## config.mk

```make
export PLATFORM = sky130hd
export DESIGN_NAME = q_relay_pipe
export DESIGN_NICKNAME = d
export VERILOG_FILES = /design/src/rtl/q_relay_pipe_pkg.sv /design/src/rtl/q_relay_pipe_stage.sv /design/src/rtl/q_relay_pipe.sv
export SDC_FILE = /design/constraint.sdc
export NUM_CORES = 1
export LEC_CHECK = 0
export ABC_CLOCK_PERIOD_IN_PS = 3500
export CAP_MARGIN = 20
export CORE_MARGIN = 3
export CORE_UTILIZATION = 44
export CTS_BUF_LIST = sky130_fd_sc_hd__clkbuf_2
export DETAILED_ROUTE_END_ITERATION = 10
export PLACE_DENSITY = 0.79
export SYNTH_ARGS = -nofsm -noshare
export SYNTH_HDL_FRONTEND = slang
export SYNTH_SLANG_ARGS = --single-unit
```

## constraint.sdc

```tcl
create_clock -name clock -period 3.5 [get_ports clock]
set_input_delay 0.875 -clock clock [delete_from_list [all_inputs] [get_ports clock]]
set_output_delay 0.875 -clock clock [all_outputs]
set_load 0.05 [all_outputs]
```

## src/rtl/q_relay_pipe_pkg.sv

```systemverilog
// Shared constants, relay-station occupancy encoding and occupancy-width helper for q_relay_pipe.
package q_relay_pipe_pkg;

  localparam logic B_RESET   = 1'b1;
  localparam logic V_RESET   = 1'b0;
  localparam int   MAX_DEPTH = 256;

  typedef enum logic [1:0] {
    CNT_EMPTY = 2'd0,
    CNT_ONE   = 2'd1,
    CNT_TWO   = 2'd2
  } relay_cnt_e;

  function automatic int occ_width(input int depth);
    return $clog2(2 * depth + 1);
  endfunction

endpackage

```

## src/rtl/q_relay_pipe_stage.sv

```systemverilog
// q_relay_stage: one 2-entry relay (skid) station; valid and back-pressure both leave from flops.
//  state     | meaning
//  CNT_EMPTY | no token held, out_v=0
//  CNT_ONE   | token in head register H
//  CNT_TWO   | H plus skid token in A, in_b asserted
module q_relay_stage
  import q_relay_pipe_pkg::*;
#(
  parameter int WIDTH = 16
) (
  input  logic             clock,
  input  logic             reset,
  input  logic [WIDTH-1:0] in_d,
  input  logic             in_v,
  output logic             in_b,
  output logic [WIDTH-1:0] out_d,
  output logic             out_v,
  input  logic             out_b
);

  relay_cnt_e       r_cnt;
  relay_cnt_e       w_cnt_next;
  logic [WIDTH-1:0] r_h;
  logic [WIDTH-1:0] r_a;
  logic             r_bq;
  logic             w_push;
  logic             w_pop;
  logic             w_load_h_in;
  logic             w_load_h_a;
  logic             w_load_a;

  assign w_push = in_v & ~r_bq;
  assign w_pop  = (r_cnt != CNT_EMPTY) & ~out_b;

  always_comb begin
    w_cnt_next  = r_cnt;
    w_load_h_in = 1'b0;
    w_load_h_a  = 1'b0;
    w_load_a    = 1'b0;
    case (r_cnt)
      CNT_EMPTY: begin
        if (w_push) begin
          w_cnt_next  = CNT_ONE;
          w_load_h_in = 1'b1;
        end
      end
      CNT_ONE: begin
        if (w_push && w_pop) begin
          w_load_h_in = 1'b1;
        end else if (w_push) begin
          w_cnt_next = CNT_TWO;
          w_load_a   = 1'b1;
        end else if (w_pop) begin
          w_cnt_next = CNT_EMPTY;
        end
      end
      CNT_TWO: begin
        // push cannot happen here: bq is already high
        if (w_pop) begin
          w_cnt_next = CNT_ONE;
          w_load_h_a = 1'b1;
        end
      end
      default: w_cnt_next = CNT_EMPTY;
    endcase
  end

  always_ff @(posedge clock or negedge reset) begin
    if (!reset) begin
      r_cnt <= CNT_EMPTY;
      r_bq  <= B_RESET;
    end else begin
      r_cnt <= w_cnt_next;
      r_bq  <= (w_cnt_next == CNT_TWO);
    end
  end

  always_ff @(posedge clock) begin
    if (w_load_h_in) begin
      r_h <= in_d;
    end else if (w_load_h_a) begin
      r_h <= r_a;
    end
    if (w_load_a) begin
      r_a <= in_d;
    end
  end

  assign in_b  = r_bq;
  assign out_d = r_h;
  assign out_v = (r_cnt != CNT_EMPTY);

endmodule

```

## src/rtl/q_relay_pipe.sv

```systemverilog
// q_relay_pipe: DEPTH chained relay stations, registered in both directions.
// Define Q_RELAY_PIPE_OCC_EN to add the o_occ total-occupancy output.
module q_relay_pipe
  import q_relay_pipe_pkg::*;
#(
  parameter int DEPTH = 1,
  parameter int WIDTH = 16
) (
  input  logic                          clock,
  input  logic                          reset,
  input  logic [WIDTH-1:0]              i_d,
  input  logic                          i_v,
  output logic                          i_b,
  output logic [WIDTH-1:0]              o_d,
  output logic                          o_v,
  input  logic                          o_b
`ifdef Q_RELAY_PIPE_OCC_EN
  ,
  output logic [occ_width(DEPTH)-1:0]   o_occ
`endif
);

  if (DEPTH < 1 || DEPTH > MAX_DEPTH) begin : g_bad_depth
    $error("q_relay_pipe: DEPTH out of range");
  end

  logic [WIDTH-1:0] w_d [DEPTH+1];
  logic             w_v [DEPTH+1];
  logic             w_b [DEPTH+1];

  assign w_d[0]     = i_d;
  assign w_v[0]     = i_v;
  assign i_b        = w_b[0];
  assign o_d        = w_d[DEPTH];
  assign o_v        = w_v[DEPTH];
  assign w_b[DEPTH] = o_b;

  for (genvar k = 0; k < DEPTH; k++) begin : g_stage
    q_relay_stage #(.WIDTH(WIDTH)) u_stage (
      .clock (clock),
      .reset (reset),
      .in_d  (w_d[k]),
      .in_v  (w_v[k]),
      .in_b  (w_b[k]),
      .out_d (w_d[k+1]),
      .out_v (w_v[k+1]),
      .out_b (w_b[k+1])
    );
  end

`ifdef Q_RELAY_PIPE_OCC_EN
  localparam int OW = occ_width(DEPTH);

  logic          w_in_xfer;
  logic          w_out_xfer;
  logic [OW-1:0] r_occ;

  assign w_in_xfer  = i_v & ~w_b[0];
  assign w_out_xfer = w_v[DEPTH] & ~o_b;

  always_ff @(posedge clock or negedge reset) begin
    if (!reset) begin
      r_occ <= '0;
    end else if (w_in_xfer && !w_out_xfer) begin
      r_occ <= r_occ + OW'(1);
    end else if (!w_in_xfer && w_out_xfer) begin
      r_occ <= r_occ - OW'(1);
    end
  end

  assign o_occ = r_occ;
`endif

endmodule

```

==> Implementation_results.wiki, run 1 <==
{| class="wikitable"
! Metric !! Value
|-
| Clk root buf || sky130_fd_sc_hd__clkbuf_2
|-
| Number of hold violations in the final report || 0
|-
| Sw Share || 37.1%
|-
| Post-DP HPWL || 1640 um
|-
| Netlist cell types || 18
|-
| Tightest hold margin || 0.521 ns
|-
| Predominant post-synthesis flop cell || sky130_fd_sc_hd__edfxtp_1
|-
| Final critical-path share of the clock period || 78.1%
|-
| Gate count after technology mapping || 66
|-
| Sink of the worst hold path || g_stage[0].u_stage.r_cnt[0]
|-
| Clock transition at the registers of the reported paths || 0.17 ns
|-
| Total wirelength of the detailed-routed design || 2280 um
|-
| Count of warnings emitted by yosys || 0
|-
| TritonCTS clock tree || done
|-
| Startpoint of the worst register-to-register path || g_stage[0].u_stage.r_cnt[1]
|-
| Vias in the first global route || 743
|-
| Number of cell rows || 19
|-
| Total GRT Usage || 13.7%
|-
| Number of iterations in the first detailed-routing pass || 4
|-
| Worst hold stages || 1
|-
| Mapped cell area || 1360 sq um
|-
| Post-synthesis average cell area || 20.6 sq um
|-
| Synthesized flop and latch total || 35
|-
| Post-CTS Setup Repair Bufs || 0
|-
| Synth Net Count || 86
|-
| Finished layout cell area || 1820 sq um
|-
| Number of setup violations in the final report || 0
|-
| Areal power density over the cells || 723 nW/um^2
|-
| Num CTS Buffers || 5
|-
| Core outline area || 2850 sq um
|-
| Clk Latency, worst-skew pair || 0.37 ns
|-
| Slew HR || 66.7%
|-
| P_sw || 0.489 mW
|-
| Number of nets with antenna violations after routing || 0
|-
| Maximum clock frequency || 366 MHz
|-
| Wire length per cell after detailed routing || 15.8 um
|-
| Number of sinks on the clock net || 35
|-
| Area of placed instances || 1780 sq um
|-
| Number of nets in the finished design || 132
|-
| Initial standard-cell utilization of the core || 47.5%
|-
| Setup repair after global routing missed its margin || no
|-
| Final min period || 2.73 ns
|-
| Quantity of hold-fixing buffers added after cts || 0
|-
| Die Outline Area || 3780 sq um
|-
| Worst Path Class, Setup || reg2out
|-
| Pin count of the biggest net entering global routing || 18
|-
| Max IR drop VDD || 0.486 mV
|-
| Area grow syn2layout || 34.5%
|-
| Worst EP required || 2.62 ns
|-
| Worst slew pin tran || 0.498 ns
|-
| Die Span Y || 61.5 um
|-
| Remaining global-route overflow || 0
|-
| Reg-to-reg setup timing slack || 1.68 ns
|-
| Iter 0 DRT Violations || 20
|-
| Kind of capture point of the worst setup path || output port
|-
| Reg-to-Reg End || g_stage[0].u_stage.out_d[0]
|-
| Number of antenna violations at the first check in global routing || 0
|-
| Portion of total power attributed to the clock network || 13.7%
|-
| Top Ports || 38
|-
| Count of flip-flops with a built-in enable after synthesis || 32
|-
| Leakage dissipation || 0.669 nW
|-
| Antenna fix cells || 0
|-
| Slew Limit Fails || 0
|-
| Register area share after synthesis || 76.5%
|-
| # resized after CTS || 0
|-
| Horiz. Die Dim || 61.5 um
|-
| Final Total Pwr || 1.32 mW
|-
| Fraction of layout instances using a drive strength above 1 || 29.2%
|-
| Buffers on Ports || 37
|-
| Worst hold start || g_stage[0].u_stage.r_cnt[0]
|-
| Part of the total power dissipated in sequential elements || 45.6%
|-
| Crit path launch type || register
|-
| Internal power of the cells || 0.829 mW
|-
| Clock skew || 0.0132 ns
|-
| # Max-Cap Violations || 0
|-
| Total via count in the routed design || 726
|-
| Worst Path Arrival || 1.86 ns
|-
| Share of synthesized flip-flops with an asynchronous set or reset || 8.57%
|-
| Combinational share of power || 40.7%
|-
| Worst r2r path cells || 4
|-
| Critical Path Fanout Max || 6
|-
| Buffer levels on the longest clock path || 2
|-
| HP Class || reg2reg
|-
| Routability cong. || 0.641
|-
| Number of vias per cell || 5.04
|-
| Global-route wire length before repair || 3550 um
|-
| DR DRC count || 0
|-
| Setup TNS after final layout || 0 ns
|-
| Outcome || complete, no violations
|-
| Maximum level of the CTS H-tree || 2
|}
## kinds of logic after synthesis
group	share of synthesized area [%]
flops	76.5
mux	16.6
simple gates	3.51
compound gates	2.31
buf+inv	1.11
## state kept, by name, summed over array words and instances (netlist names)
name                   cells
g_stage.u_stage.r_a       16
g_stage.u_stage.out_d     16
g_stage.u_stage.in_b       1
g_stage.u_stage.r_cnt      2
## metal layers
metal	vias up	part of all wire [%]	GRT usage [%]
li1	349	-	-
met1	342	39	15.2
met2	28	51	22.4
met3	7	7.9	6.29
met4	0	2.0	6.36
met5	-	0	0
## Yosys cell counts, drive strengths merged (2+ instances only)
cell,n,area (sq um)
o21bai,2,15.0
nand2,2,10.0
dfrtp,2,50.1
edfxtp,32,961
mux2,17,225
## placed cells by master (no fill, tap or decap), types with 2 or more instances in the layout
cell type and instances:
sky130_fd_sc_hd__clkbuf_2 6, sky130_fd_sc_hd__clkdlybuf4s50_1 37, sky130_fd_sc_hd__buf_4 3, sky130_fd_sc_hd__edfxtp_1 32, sky130_fd_sc_hd__dfrtp_1 2, sky130_fd_sc_hd__mux2_2 8, sky130_fd_sc_hd__mux2_4 9, sky130_fd_sc_hd__o21bai_1 2
## critical path, stage by stage, from the launching register on
cell,delay [ns]
sky130_fd_sc_hd__dfrtp_1,0.48
sky130_fd_sc_hd__or2_2,0.30
sky130_fd_sc_hd__clkdlybuf4s50_1,0.70
## power groups by stage
stage                     registers (mW)  clock network [mW]  logic, mW
after global placement             0.608                   0      0.532
after floorplan                    0.799                   0      0.182
after CTS                          0.602               0.189      0.541
after detailed placement           0.612                   0      0.539
after global routing               0.610               0.208      0.562
final                              0.601               0.180      0.537
## layout make-up
cell class              count  area (sq um)
inverters                   1          3.75
multi-input cells          29           309
clock inverters             2          12.5
fillers                   224          1030
clock buffers               6          30.0
flip-flops and latches     35          1040
repair buffers             40           393
well taps                  31          38.8
## how the worst max path moves through the flow
stage	from	end	slack (ns)
after floorplan	i_v	g_stage[0].u_stage.r_a[0]	0.90
after global placement	i_v	g_stage[0].u_stage.out_d[8]	0.87
after detailed placement	i_v	g_stage[0].u_stage.out_d[7]	0.82
after CTS	g_stage[0].u_stage.r_cnt[1]	o_v	0.73
after global routing	g_stage[0].u_stage.r_cnt[1]	o_v	0.70
final	g_stage[0].u_stage.r_cnt[1]	o_v	0.77
## through the flow
| stage | utilization, % | worst slack, ns | instances |
|---|---|---|---|
| after floorplan | - | 0.905 | 66 |
| after global placement | 62.5 | 0.870 | 136 |
| after detailed placement | 62.5 | 0.825 | 136 |
| after CTS | 63.9 | 0.733 | 144 |
| after global routing | 63.9 | 0.698 | 144 |
| final | 63.9 | 0.768 | 144 |
No activity file was read; power rests on OpenSTA's default activity.
==> run 2: changes to the inputs <==
--- a/config.mk
+++ b/config.mk
@@ -5,13 +5,13 @@
 export SDC_FILE = /design/constraint.sdc
 export NUM_CORES = 1
 export LEC_CHECK = 0
-export ABC_CLOCK_PERIOD_IN_PS = 3500
+export ABC_CLOCK_PERIOD_IN_PS = 2400
 export CAP_MARGIN = 20
 export CORE_MARGIN = 3
 export CORE_UTILIZATION = 44
 export CTS_BUF_LIST = sky130_fd_sc_hd__clkbuf_2
 export DETAILED_ROUTE_END_ITERATION = 10
-export PLACE_DENSITY = 0.79
+export PLACE_DENSITY = 0.82
 export SYNTH_ARGS = -nofsm -noshare
 export SYNTH_HDL_FRONTEND = slang
 export SYNTH_SLANG_ARGS = --single-unit
==> constraint.sdc (replaced) <==
create_clock -name clock -period 2.4 [get_ports clock]
set_input_delay 0.6 -clock clock [delete_from_list [all_inputs] [get_ports clock]]
set_output_delay 0.6 -clock clock [all_outputs]
set_load 0.05 [all_outputs]
==> Implementation_results.wiki, run 2 (synthesized netlist as in run 1, its figures left out) <==
{| class="wikitable"
! Metric !! Value
|-
| Outcome || complete, no violations
|-
| Total GRT Usage || 14.4%
|-
| TritonCTS clock tree || done
|-
| Die Span Y || 61.5 um
|-
| Final min period || 2.16 ns
|-
| Critical Path Fanout Max || 1
|-
| Startpoint of the worst register-to-register path || g_stage[0].u_stage.r_cnt[1]
|-
| Number of hold violations in the final report || 0
|-
| Layout filler cell count || 211
|-
| Maximum level of the CTS H-tree || 2
|-
| Num CTS Buffers || 5
|-
| Maximum clock frequency || 463 MHz
|-
| Reg-to-Reg End || g_stage[0].u_stage.out_d[12]
|-
| Pin count of the biggest net entering global routing || 17
|-
| Max IR drop VDD || 0.537 mV
|-
| Crit path launch type || register
|-
| Buffer levels on the longest clock path || 2
|-
| Number of vias per cell || 5.21
|-
| Detailed-routed wire length on met2 || 1200 um
|-
| Slew Limit Fails || 0
|-
| Clk Latency, worst-skew pair || 0.38 ns
|-
| Leakage dissipation || 0.711 nW
|-
| Clock transition at the registers of the reported paths || 0.19 ns
|-
| Highest layer used for signal routing || met4
|-
| Number of nets in the finished design || 133
|-
| Die Outline Area || 3780 sq um
|-
| Buffers on Ports || 37
|-
| Worst Path Arrival || 1.56 ns
|-
| Top library cells by usage in the layout, fill and taps aside || 35 x sky130_fd_sc_hd__clkdlybuf4s50_1, 32 x sky130_fd_sc_hd__edfxtp_1, 9 x sky130_fd_sc_hd__mux2_4
|-
| # Max-Cap Violations || 0
|-
| Number of antenna violations at the first check in global routing || 0
|-
| Worst Path Class, Setup || reg2out
|-
| HP Class || in2async
|-
| Clock skew || 0.0243 ns
|-
| Kind of capture point of the worst setup path || output port
|-
| Number of cell rows || 19
|-
| Cell family with the largest share of critical-path delay || buffers and inverters
|-
| Final critical-path share of the clock period || 90.0%
|-
| Number of placed instances with taps included || 137
|-
| Crit path max-delay cell type || sky130_fd_sc_hd__clkdlybuf4s50_1
|-
| Post-DP HPWL || 1720 um
|-
| Area of placed instances || 1800 sq um
|-
| Initial standard-cell utilization of the core || 47.5%
|-
| Start point of the critical path || g_stage[0].u_stage.out_d[9]
|-
| Vias in the first global route || 820
|-
| Finished layout cell area || 1870 sq um
|-
| Reg-to-reg setup timing slack || 0.89 ns
|-
| Number of nets with antenna violations after routing || 0
|-
| Area of all sequential standard cells || 1040 sq um
|-
| Number of setup violations in the final report || 0
|-
| Tightest hold margin || 0.371 ns
|-
| Final Total Pwr || 2.05 mW
|-
| Worst r2r path cells || 4
|-
| Global-route wire length before repair || 3750 um
|-
| Total length of routed met3 wires || 162 um
|-
| M1 WL || 964 um
|-
| Core outline area || 2850 sq um
|-
| DR DRC count || 0
|-
| Area grow syn2layout || 38.0%
|-
| Antenna fix cells || 0
|-
| Fraction of layout instances using a drive strength above 1 || 29.8%
|-
| Setup TNS after final layout || 0 ns
|-
| Worst EP required || 1.80 ns
|-
| Areal power density over the cells || 1100 nW/um^2
|-
| Critical Path, Cell by Cell || clkdlybuf4s50_1
|-
| Number of sinks on the clock net || 35
|-
| Iter 0 DRT Violations || 12
|-
| Most common library cell in the layout ignoring fill and taps || sky130_fd_sc_hd__clkdlybuf4s50_1
|-
| Horiz. Die Dim || 61.5 um
|-
| Total wirelength of the detailed-routed design || 2370 um
|-
| Number of iterations in the first detailed-routing pass || 4
|-
| Routability cong. || 0.664
|-
| Total via count in the routed design || 755
|-
| Worst slew pin tran || 0.507 ns
|-
| Biggest cell delay along the critical path || 0.80 ns
|-
| Remaining global-route overflow || 0
|-
| Sum of buffers and inverters on the critical path || 1
|-
| Top Ports || 38
|-
| Slew HR || 66.1%
|-
| Wire length per cell after detailed routing || 16.4 um
|-
| Setup repair after global routing missed its margin || no
|-
| Clk root buf || sky130_fd_sc_hd__clkbuf_2
|-
| Destination of the critical timing path || o_d[9]
|-
| Finished Layout Cells || 145
|-
| Area of the multi-input gates || 309 sq um
|-
| Number of gates on the worst path with buffers counted || 1
|}
==> run 2: changes by cell type in the layout (fill, tap and decap cells not counted) <==
cell	previous run	this run
sky130_fd_sc_hd__clkinvlp_4	1	0
sky130_fd_sc_hd__clkdlybuf4s50_1	37	35
sky130_fd_sc_hd__clkbuf_2	6	5
sky130_fd_sc_hd__dlymetal6s2s_1	0	1
sky130_fd_sc_hd__clkinv_4	0	1
sky130_fd_sc_hd__dlygate4sd2_1	0	1
sky130_fd_sc_hd__buf_12	0	1
sky130_fd_sc_hd__bufinv_16	0	1
==> run 2: timing repair <==
| item | CTS | global route |
|---|---|---|
| hold buffers | 0 | 0 |
| gates cloned | 0 | 0 |
| endpoints found under the setup margin | 1 | 1 |
| resized for setup | 1 | 1 |
| buffers inserted | 0 | 0 |
==> run 2: routing by layer <==
layer  global-route usage, %  vias to the layer above
li1                        -                      351
met1                    15.7                      371
met2                    23.9                       27
met3                    6.50                        6
met4                    6.36                        0
met5                       0                        -
==> run 2: worst min path at each step <==
stage	from	slack, ns	to
detailed placement	g_stage[0].u_stage.r_cnt[0]	0.51	g_stage[0].u_stage.r_cnt[0]
floorplan	reset	0.30	g_stage[0].u_stage.r_cnt[0]
global route	reset	0.33	g_stage[0].u_stage.r_cnt[0]
global placement	g_stage[0].u_stage.r_cnt[0]	0.48	g_stage[0].u_stage.r_cnt[0]
finish	reset	0.37	g_stage[0].u_stage.r_cnt[0]
CTS	reset	0.35	g_stage[0].u_stage.r_cnt[0]
==> run 2: per-stage QoR <==
step,utilization (%),worst slack [ns]
6_report,65.6,0.240
5_1_grt,65.6,0.150
4_1_cts,65.5,0.0109
3_5_place_dp,63.2,0.250
3_3_place_gp,63.2,0.310
2_1_floorplan,-,0.0797
==> run 2: area by class of cell <==
| cell class | instances | share of cell area [%] |
|---|---|---|
| repair buffers | 41 | 22.1 |
| clock buffers | 5 | 1.34 |
| inverters | 1 | 0.201 |
| clock inverters | 3 | 2.34 |
| flip-flops and latches | 35 | 55.4 |
| well taps | 31 | 2.07 |
| multi-input cells | 29 | 16.5 |
==> run 2: report_power, final <==
part | leakage (nW) | internal, mW | switching (mW) | total [mW]
registers | 0.334 | 0.832 | 0.0447 | 0.876
clock network | 0.0429 | 0.176 | 0.200 | 0.376
logic | 0.334 | 0.314 | 0.486 | 0.800
total | 0.711 | 1.32 | 0.731 | 2.05
==> run 3: changes to the inputs <==
--- a/config.mk
+++ b/config.mk
@@ -5,13 +5,15 @@
 export SDC_FILE = /design/constraint.sdc
 export NUM_CORES = 1
 export LEC_CHECK = 0
-export ABC_CLOCK_PERIOD_IN_PS = 2400
+export ABC_CLOCK_PERIOD_IN_PS = 1890
 export CAP_MARGIN = 20
 export CORE_MARGIN = 3
 export CORE_UTILIZATION = 44
 export CTS_BUF_LIST = sky130_fd_sc_hd__clkbuf_2
 export DETAILED_ROUTE_END_ITERATION = 10
-export PLACE_DENSITY = 0.82
+export DONT_BUFFER_PORTS = 1
+export PLACE_DENSITY = 0.66
 export SYNTH_ARGS = -nofsm -noshare
 export SYNTH_HDL_FRONTEND = slang
 export SYNTH_SLANG_ARGS = --single-unit
+export TNS_END_PERCENT = 50
==> constraint.sdc (replaced) <==
create_clock -name clock -period 1.89 [get_ports clock]
set_input_delay 0.4725 -clock clock [delete_from_list [all_inputs] [get_ports clock]]
set_output_delay 0.4725 -clock clock [all_outputs]
set_load 0.05 [all_outputs]
==> Implementation_results.wiki, run 3 (synthesized netlist as in run 1, its figures left out) <==
{| class="wikitable"
! Metric !! Value
|-
| Outcome || complete, no violations
|-
| Buffers on Ports || 0
|-
| Clock skew || 0.00660 ns
|-
| Fraction of layout instances using a drive strength above 1 || 42.9%
|-
| Final critical-path share of the clock period || 93.5%
|-
| Iter 0 DRT Violations || 18
|-
| Setup TNS after final layout || 0 ns
|-
| Maximum clock frequency || 566 MHz
|-
| Pin count of the biggest net entering global routing || 17
|-
| Sum of buffers and inverters on the critical path || 1
|-
| Leakage dissipation || 0.538 nW
|-
| Worst hold stages || 0
|-
| Number of sinks on the clock net || 35
|-
| Worst slew pin tran || 0.789 ns
|-
| Number of vias per cell || 5.53
|-
| Total via count in the routed design || 597
|-
| Total wirelength of the detailed-routed design || 1940 um
|-
| Buffer levels on the longest clock path || 2
|-
| Num CTS Buffers || 5
|-
| TritonCTS clock tree || done
|-
| Number of cell rows || 19
|-
| Layout filler cell count || 239
|-
| Clk root buf || sky130_fd_sc_hd__clkbuf_2
|-
| Clk Latency, worst-skew pair || 0.33 ns
|-
| Slew HR || 47.4%
|-
| Max IR drop VDD || 0.905 mV
|-
| Vias in the first global route || 612
|-
| Finished layout cell area || 1480 sq um
|-
| Slew Limit Fails || 0
|-
| Cell family with the largest share of critical-path delay || simple AND/OR/NAND/NOR gates
|-
| Core outline area || 2850 sq um
|-
| Final min period || 1.77 ns
|-
| Initial standard-cell utilization of the core || 47.5%
|-
| Worst r2r path cells || 2
|-
| Number of setup violations in the final report || 0
|-
| Number of iterations in the first detailed-routing pass || 4
|-
| Crit path launch type || register
|-
| Kind of capture point of the worst setup path || output port
|-
| Routability cong. || 0.683
|-
| Number of nets in the finished design || 97
|-
| Die Outline Area || 3780 sq um
|-
| Areal power density over the cells || 1490 nW/um^2
|-
| Post-CTS Setup Repair Bufs || 0
|-
| Die Span Y || 61.5 um
|-
| Area of placed instances || 1440 sq um
|-
| Worst Path Arrival || 1.30 ns
|-
| Clock transition at the registers of the reported paths || 0.15 ns
|-
| Antenna fix cells || 0
|-
| Number of antenna violations at the first check in global routing || 0
|-
| Critical Path Fanout Max || 5
|-
| Startpoint of the worst register-to-register path || g_stage[0].u_stage.r_cnt[0]
|-
| Critical Path, Cell by Cell || buf_4 > or2_2
|-
| Worst EP required || 1.42 ns
|-
| Remaining global-route overflow || 0
|-
| Horiz. Die Dim || 61.5 um
|-
| # Max-Cap Violations || 0
|-
| Number of gates on the worst path with buffers counted || 2
|-
| Number of hold violations in the final report || 0
|-
| Top library cells by usage in the layout, fill and taps aside || 32 x sky130_fd_sc_hd__edfxtp_1, 9 x sky130_fd_sc_hd__mux2_4, 8 x sky130_fd_sc_hd__mux2_2
|-
| Worst Path Class, Setup || reg2out
|-
| Top Ports || 38
|-
| Sink of the worst hold path || g_stage[0].u_stage.r_a[14]
|-
| DR DRC count || 0
|-
| Setup repair after global routing missed its margin || no
|-
| Maximum level of the CTS H-tree || 2
|-
| Area grow syn2layout || 9.04%
|-
| Biggest cell delay along the critical path || 0.41 ns
|-
| Worst hold start || i_d[14]
|-
| Global-route wire length before repair || 2770 um
|-
| Post-DP HPWL || 1420 um
|-
| Number of nets with antenna violations after routing || 0
|-
| Total GRT Usage || 10.9%
|-
| Reg-to-reg setup timing slack || 0.20 ns
|-
| HP Class || in2reg
|-
| Crit path max-delay cell type || sky130_fd_sc_hd__or2_2
|-
| Most common library cell in the layout ignoring fill and taps || sky130_fd_sc_hd__edfxtp_1
|-
| Reg-to-Reg End || g_stage[0].u_stage.out_d[6]
|-
| Wire length per cell after detailed routing || 17.9 um
|}
[run 3: cell types whose count changed in the layout (fill, tap and decap cells not counted), sizes merged]
cell / before / now
dlygate4sd3: 0 / 1
clkdlybuf4s50: 35 / 0
dlymetal6s2s: 1 / 0
bufinv: 1 / 0
dlygate4sd2: 1 / 0
[run 3: stage by stage]
stage,hold slack (ns),utilization [%],instances,setup WS (ns),total power [mW]
2_1_floorplan,0.177,-,66,0.107,1.82
3_3_place_gp,0.177,50.3,100,0.222,1.91
3_5_place_dp,0.177,50.3,100,0.193,1.93
4_1_cts,0.184,51.8,108,0.0883,2.23
5_1_grt,0.157,51.8,108,0.0541,2.31
6_report,0.222,51.8,108,0.122,2.20
[run 3: how the worst max path moves through the flow]
stage | startpoint | endpoint | slack (ns)
after floorplan | g_stage[0].u_stage.in_b | g_stage[0].u_stage.r_a[0] | 0.11
after detailed placement | g_stage[0].u_stage.r_cnt[0] | g_stage[0].u_stage.out_d[14] | 0.19
after global routing | g_stage[0].u_stage.r_cnt[1] | o_v | 0.05
after CTS | g_stage[0].u_stage.r_cnt[1] | o_v | 0.09
after global placement | g_stage[0].u_stage.r_cnt[0] | g_stage[0].u_stage.out_d[14] | 0.22
final | g_stage[0].u_stage.r_cnt[1] | o_v | 0.12
[run 3: worst reg2reg max path, delay by kind of cell (launching register included)]
family / cells / cell delay [ns]
AND/OR/NAND/NOR: 1 / 0.27
AO/OA/AOI/OAI: 1 / 0.63
flip-flops: 1 / 0.44
[run 3: per-layer routing]
metal / GRT usage [%] / wire length [um]
met5: 0 / 0
met4: 6.36 / 9
met3: 6.29 / 213
met2: 18.1 / 1020
met1: 10.4 / 692
[run 3: layout make-up]
type	instances	area, sq um	share of cell area [%]
Timing Repair Buffer	5	52.6	3.55
Inverter	1	3.75	0.254
Tap cell	31	38.8	2.62
Sequential cell	35	1040	70.1
Multi-Input combinational cell	29	313	21.2
Clock inverter	2	8.76	0.592
Clock buffer	5	25.0	1.69
[run 3: what timing repair did]
action / 4_1_cts / 5_1_grt
endpoints found under the setup margin: 0 / 0
gates resized for setup: 0 / 0
hold buffers: 1 / 0
endpoints found under the hold margin: 3 / 0
[run 3: where the power goes]
| part | switching (mW) | internal [mW] |
|---|---|---|
| Sequential | 0.379 | 1.07 |
| Combinational | 0.255 | 0.205 |
| Clock | 0.213 | 0.0786 |
| Total | 0.848 | 1.35 |
